==> config.mk <==
export PLATFORM = sky130hd
export DESIGN_NAME = pipe_stage_reg
export DESIGN_NICKNAME = d
export VERILOG_FILES = /design/src/rtl/pipe_stage_pkg.sv /design/src/rtl/pipe_stage_slot.sv /design/src/rtl/pipe_stage_reg.sv
export SDC_FILE = /design/constraint.sdc
export NUM_CORES = 1
export LEC_CHECK = 0
export CORE_UTILIZATION = 32
export DETAILED_ROUTE_END_ITERATION = 8
export PLACE_DENSITY = 0.82
export SETUP_SLACK_MARGIN = 0.1
export SYNTH_ARGS = -nofsm -noshare
export SYNTH_HDL_FRONTEND = slang
export SYNTH_HIERARCHICAL = 1
export SYNTH_SLANG_ARGS = --single-unit
==> constraint.sdc <==
create_clock -name clock -period 1.4 [get_ports clock]
set_input_delay 0.42 -clock clock [delete_from_list [all_inputs] [get_ports clock]]
set_output_delay 0.42 -clock clock [all_outputs]
set_load 0.005 [all_outputs]
==> src/rtl/pipe_stage_pkg.sv <==
// Shared types and constants for the pipeline-stage register.
// Used by pipe_stage_slot and pipe_stage_reg.
package pipe_stage_pkg;

  typedef enum logic [1:0] {
    ST_EMPTY = 2'd0,
    ST_ONE   = 2'd1,
    ST_TWO   = 2'd2
  } stage_state_e;

  localparam int OCC_W = 2;

  localparam logic NOP_BIT = 1'b0;

endpackage

==> src/rtl/pipe_stage_slot.sv <==
// One payload register with load enable and synchronous clear to NOP.
// Clear has priority over load.
module pipe_stage_slot
  import pipe_stage_pkg::*;
#(
  parameter int WIDTH = 96,
  parameter logic [WIDTH-1:0] NOP_VALUE = {WIDTH{NOP_BIT}}
) (
  input  logic             clock,
  input  logic             clr,
  input  logic             load,
  input  logic [WIDTH-1:0] d,
  output logic [WIDTH-1:0] q
);

  logic [WIDTH-1:0] data_d;
  logic [WIDTH-1:0] data_q;

  always_comb begin
    data_d = data_q;
    if (clr)
      data_d = NOP_VALUE;
    else if (load)
      data_d = d;
  end

  always_ff @(posedge clock) begin
    data_q <= data_d;
  end

  assign q = data_q;

endmodule

==> src/rtl/pipe_stage_reg.sv <==
// Valid/ready pipeline-stage register with flush-to-NOP.
// Define PIPE_STAGE_SKID_EN for the skid entry (registered in_ready).
module pipe_stage_reg
  import pipe_stage_pkg::*;
#(
  parameter int WIDTH = 96,
  parameter logic [WIDTH-1:0] NOP_VALUE = {WIDTH{NOP_BIT}}
) (
  input  logic             clock,
  input  logic             clr_n,
  input  logic             flush,
  input  logic             in_valid,
  output logic             in_ready,
  input  logic [WIDTH-1:0] in_data,
  output logic             out_valid,
  input  logic             out_ready,
  output logic [WIDTH-1:0] out_data,
  output logic [OCC_W-1:0] occupancy
);

  stage_state_e     state_q;
  stage_state_e     state_d;
  logic             in_fire;
  logic             out_fire;
  logic             slot_clr;
  logic             main_ld;
  logic             main_from_skid;
  logic [WIDTH-1:0] main_d;
  logic [WIDTH-1:0] main_q;

  assign out_valid = clr_n && (state_q != ST_EMPTY);
  assign in_fire   = in_valid && in_ready;
  assign out_fire  = out_valid && out_ready;
  assign slot_clr  = !clr_n || flush;
  assign out_data  = main_q;

`ifdef PIPE_STAGE_SKID_EN
  logic             skid_ld;
  logic [WIDTH-1:0] skid_q;

  assign in_ready  = clr_n && (state_q != ST_TWO);
  assign occupancy = clr_n ? state_q : '0;
  assign main_d    = main_from_skid ? skid_q : in_data;

  pipe_stage_slot #(
    .WIDTH     (WIDTH),
    .NOP_VALUE (NOP_VALUE)
  ) u_skid (
    .clock (clock),
    .clr   (slot_clr),
    .load  (skid_ld),
    .d     (in_data),
    .q     (skid_q)
  );
`else
  assign in_ready  = clr_n && (!out_valid || out_ready);
  assign occupancy = {1'b0, clr_n && (state_q == ST_ONE)};
  assign main_d    = in_data;
`endif

  always_comb begin
    state_d        = state_q;
    main_ld        = 1'b0;
    main_from_skid = 1'b0;
`ifdef PIPE_STAGE_SKID_EN
    skid_ld        = 1'b0;
`endif
    unique case (state_q)
      ST_EMPTY: begin
        if (in_fire) begin
          state_d = ST_ONE;
          main_ld = 1'b1;
        end
      end
      ST_ONE: begin
        if (out_fire) begin
          main_ld = in_fire;
          state_d = in_fire ? ST_ONE : ST_EMPTY;
        end
`ifdef PIPE_STAGE_SKID_EN
        else if (in_fire) begin
          state_d = ST_TWO;
          skid_ld = 1'b1;
        end
`endif
      end
`ifdef PIPE_STAGE_SKID_EN
      ST_TWO: begin
        if (out_fire) begin
          state_d        = ST_ONE;
          main_ld        = 1'b1;
          main_from_skid = 1'b1;
        end
      end
`endif
      default: state_d = ST_EMPTY;
    endcase
    // flush wins over any same-cycle transfer
    if (flush)
      state_d = ST_EMPTY;
  end

  always_ff @(posedge clock) begin
    if (!clr_n)
      state_q <= ST_EMPTY;
    else
      state_q <= state_d;
  end

  pipe_stage_slot #(
    .WIDTH     (WIDTH),
    .NOP_VALUE (NOP_VALUE)
  ) u_main (
    .clock (clock),
    .clr   (slot_clr),
    .load  (main_ld),
    .d     (main_d),
    .q     (main_q)
  );

endmodule

==> results by stage <==
Setup path:
- Setup slack on the worst reg-to-reg path comes out at -170 ps.
- The data arrival time of the worst path is between 1500 and 2000 ps.
- The kind of end point of the critical path is a register.
- The number of cells on the worst reg-to-reg path is 9.
- The reg-to-reg startpoint is state_q[0].
- The kind of start point of the critical path is a register.
- By instance count, the cell type seen most on the critical path is buf_12.
- The critical path required time is approximately 1600 ps.
- The largest incremental delay on the critical path is 330 ps.
- The endpoint of the worst register-to-register path is u_main/q[60].
- Traced cell by cell, the critical path runs through buf_6 > nand2b_4 > and3_4 > buf_12 > buf_12 > buf_8 > buf_16 > mux2i_2 > nor2_1.
- The cell with the largest stage delay on the worst path is dfxtp_2.
- The biggest fanout along the worst timing path is 4.
- Counting both buffers and inverters, the worst setup path holds a total of 5.
- The category of the critical setup timing path is reg -> reg.
- In this design, the largest share of critical-path delay is due to buffers and inverters.

Yosys:
- The multiplexer share of the synthesized area is 0.273.
- For this run, the register share of the synthesized area comes to 0.552.
- Of the total synthesized cell area, the portion taken by AND, OR, NAND and NOR gates is 0.114.
- Dividing the synthesized area by the synthesized cell count gives about 11 um^2.
- The netlist area before placement is around 3500 um^2.
- The largest family of logic cells by synthesized area is multiplexers.
- The Yosys warning count is 6.
- The count of mapped cells out of synthesis is 321.
- The post-synthesis compound-gate area fraction is 0.00142.
- The fraction of the mapped netlist area in adder cells is 0.
- The count of cell types in the netlist is 16.
- The net count after synthesis is 422.
- The synthesized design contains between 90 and 100 register bits.
- The fraction of synthesized cell area in xor and xnor cells is 0.

Clocking:
- The CTS clock-pin slew for the worst setup and hold paths is about 90 ps.
- TritonCTS built the clock tree.
- In this run the number of H-tree levels came out at 3.
- At the later pin of the worst-skew pair, clock insertion delay measures 350 ps.
- The number of clock buffers added by TritonCTS is 9.
- Clock tree synthesis selected as its root buffer the cell clkbuf_8.
- The number of buffers on the longest clock path is 2.
- The sink count of the clock tree is slightly below 100.

Pwr:
- The maximum VDD drop is roughly 0.60 mV.
- The design draws about 6 mW.
- The total power density per cell area is around 940 nW/um^2.
- The standby leakage power is around 2.7 nW.

Job:
- Max-cap violations in this run came to 0.

Timing:
- The max-slew violation count was 0.
- The number of failing setup endpoints in the final timing report is 87.
- Of the available clock period, the critical path in the final layout requires 1.12.
- Summed over all failing endpoints, the final setup total negative slack is -7030 ps.
- Once routing completed, OpenROAD measured the worst setup slack at -174 ps.
- The clock period minus final worst setup slack is about 1600 ps.
- Setup repair after global routing could not meet its margin everywhere.
- Timing would allow up to roughly 640 MHz.
- The hold violation total from the final report came to 0.
- For the final database, setup skew stands at 8.62 ps.

Worst hold path:
- The worst hold path startpoint is in_valid.
- The hold-critical path depth is 3.
- The worst min-delay path category is in -> reg.
- The sink of the worst hold path is state_q[0].

Die:
- The die covers ~11000 um^2.
- For this design the top-level I/O count stands at 201.
- The initial cell density of the core is 0.335.
- The number of rows created at floorplan is 37.
- The height of the die is about 110 um.
- The horizontal extent of the die is 107 um.
- The area of the placeable core is 10500 um^2.

Detailed routing:
- The iteration-0 DRC count of the detailed router is between 70 and 80.
- Dividing the detail-routed wire length by the instance count gives approximately 16 um.
- The number of iterations in the first detailed-routing pass is 4.
- The number of vias after detailed routing is approximately 3100.
- After detailed routing, the number of remaining DRC violations is 0.
- Wires add up to between 10000 and 15000 um.
- The detail route stage leaves a number of antenna-violating nets equal to 0.
- In the routed layout, each cell is associated on average with a via count of 4.52.

Placed design:
- In this run the tool buffered the top-level ports with ~200 buffer cells.
- After detailed placement, the total cell area comes to 5610 um^2.
- The worst slack after detailed placement is -625 ps.
- The estimated wirelength of the detail-placed design is between 6000 and 7000 um.
- The final estimated routing congestion in global placement is roughly 0.7.

Layout:
- In the final layout, the share of cells above drive strength 1 is 0.486.
- The area overhead of the layout relative to synthesis is 77.6%.
- The finished cells cover around 6200 um^2.
- The final core utilization is 0.594.
- The number of antenna diodes in the final layout is 0.
- The final layout contains roughly 660 nets.

Status:
- The run finished, with violations left.
- The final reports fail on setup timing.

GRT:
- The number of global-route vias before repair is ~3200.
- The first global-routing pass estimated ~16000 um of wire.
- The initial antenna violation count is 0.
- In the global route stage, overall resource usage came out at 0.189.
- For this run the aggregate overflow at the end of global routing stands at 0.
- The pin count of the biggest net entering global routing is 50.
## worst register-to-register path, stage by stage, from the launching register on
cell and delay [ps]:
dfxtp_2 330, buf_6 110, nand2b_4 60, and3_4 230, buf_12 130, buf_12 100, buf_8 110, buf_16 120
mux2i_2 220, nor2_1 70
## per-layer routing
metal  vias to the layer above  GRT usage  part of all wire
li1                       1523          -                 -
met1                      1479      0.230              0.42
met2                       134      0.322              0.49
met3                         7     0.0565             0.076
met4                         0     0.0519            0.0096
met5                         -          0                 0
## cells in the mapped netlist (all sizes together)
master,number,area [um^2]
and3,1,6.26
conb,1,3.75
a21oi,1,5.00
clkbuf,7,26.3
inv,1,3.75
nand2b,2,20.0
nor2,96,360
dfxtp,97,1940
mux2i,96,961
buf,17,175
and2,2,12.5
## timing repair
| item | CTS | global route |
|---|---|---|
| resized for setup | 524 | 18 |
| hold buffers | 0 | 0 |
| gates cloned | 12 | 2 |
| pin swaps | 3 | 33 |
| setup endpoints to repair | 194 | 100 |
| buffers inserted | 26 | 1 |
## area by class of cell
| class | count | area, um^2 |
|---|---|---|
| Inverter | 1 | 3.75 |
| Sequential cell | 97 | 2060 |
| Fill cell | 862 | 4260 |
| Tap cell | 136 | 170 |
| Clock buffer | 12 | 145 |
| Multi-Input combinational cell | 199 | 1450 |
| Timing Repair Buffer | 247 | 2340 |
| Clock inverter | 4 | 76.3 |
## where the power goes
part | internal [mW] | total, mW | leakage [nW] | switching [mW]
clock network | 1.06 | 1.99 | 0.107 | 0.928
registers | 2.83 | 2.86 | 0.833 | 0.0327
logic | 0.653 | 0.994 | 1.79 | 0.341
## per-stage QoR
stage | hold WS [ps] | cells
after floorplan | 479 | 321
after global placement | 471 | 641
after detailed placement | 481 | 641
after CTS | 423 | 695
after global routing | 455 | 696
final | 459 | 696
## kinds of logic (layout without fill, tap and decap cells)
group / Yosys count / after routing
and+or+nand+nor: 101 / 101
DFF: 97 / 97
muxes: 96 / 96
buffers and inverters: 25 / 264
other: 1 / 1
AOI/OAI and AO/OA: 1 / 1
## worst max path at each step
| stage | from | to | slack, ps | cells past startpoint |
|---|---|---|---|---|
| finish | state_q[0] | u_main/q[60] | -170 | 9 |
| detailed placement | out_ready | in_ready | -620 | 4 |
| CTS | state_q[0] | in_ready | -140 | 4 |
| global placement | out_ready | in_ready | -640 | 4 |
| global route | state_q[0] | u_main/q[60] | -230 | 9 |
| floorplan | out_ready | u_main/q[54] | -9 | 7 |
## flip-flops by register name (all words and copies together), names as in the netlist
name	cells
state_q	1
u_main/q	96
## cells in the final DEF, fill, tap and decap left out, drive strengths merged
| cell type | instances |
|---|---|
| a21oi | 1 |
| and2 | 2 |
| and3 | 1 |
| buf | 144 |
| bufinv | 2 |
| clkbuf | 15 |
| clkdlybuf4s15 | 1 |
| clkdlybuf4s50 | 97 |
| clkinv | 1 |
| clkinvlp | 1 |
| conb | 1 |
| dfxtp | 97 |
| dlygate4sd2 | 2 |
| inv | 1 |
| mux2i | 96 |
| nand2b | 2 |
| nor2 | 96 |
Note: power is estimated with default switching activity, not from simulation.
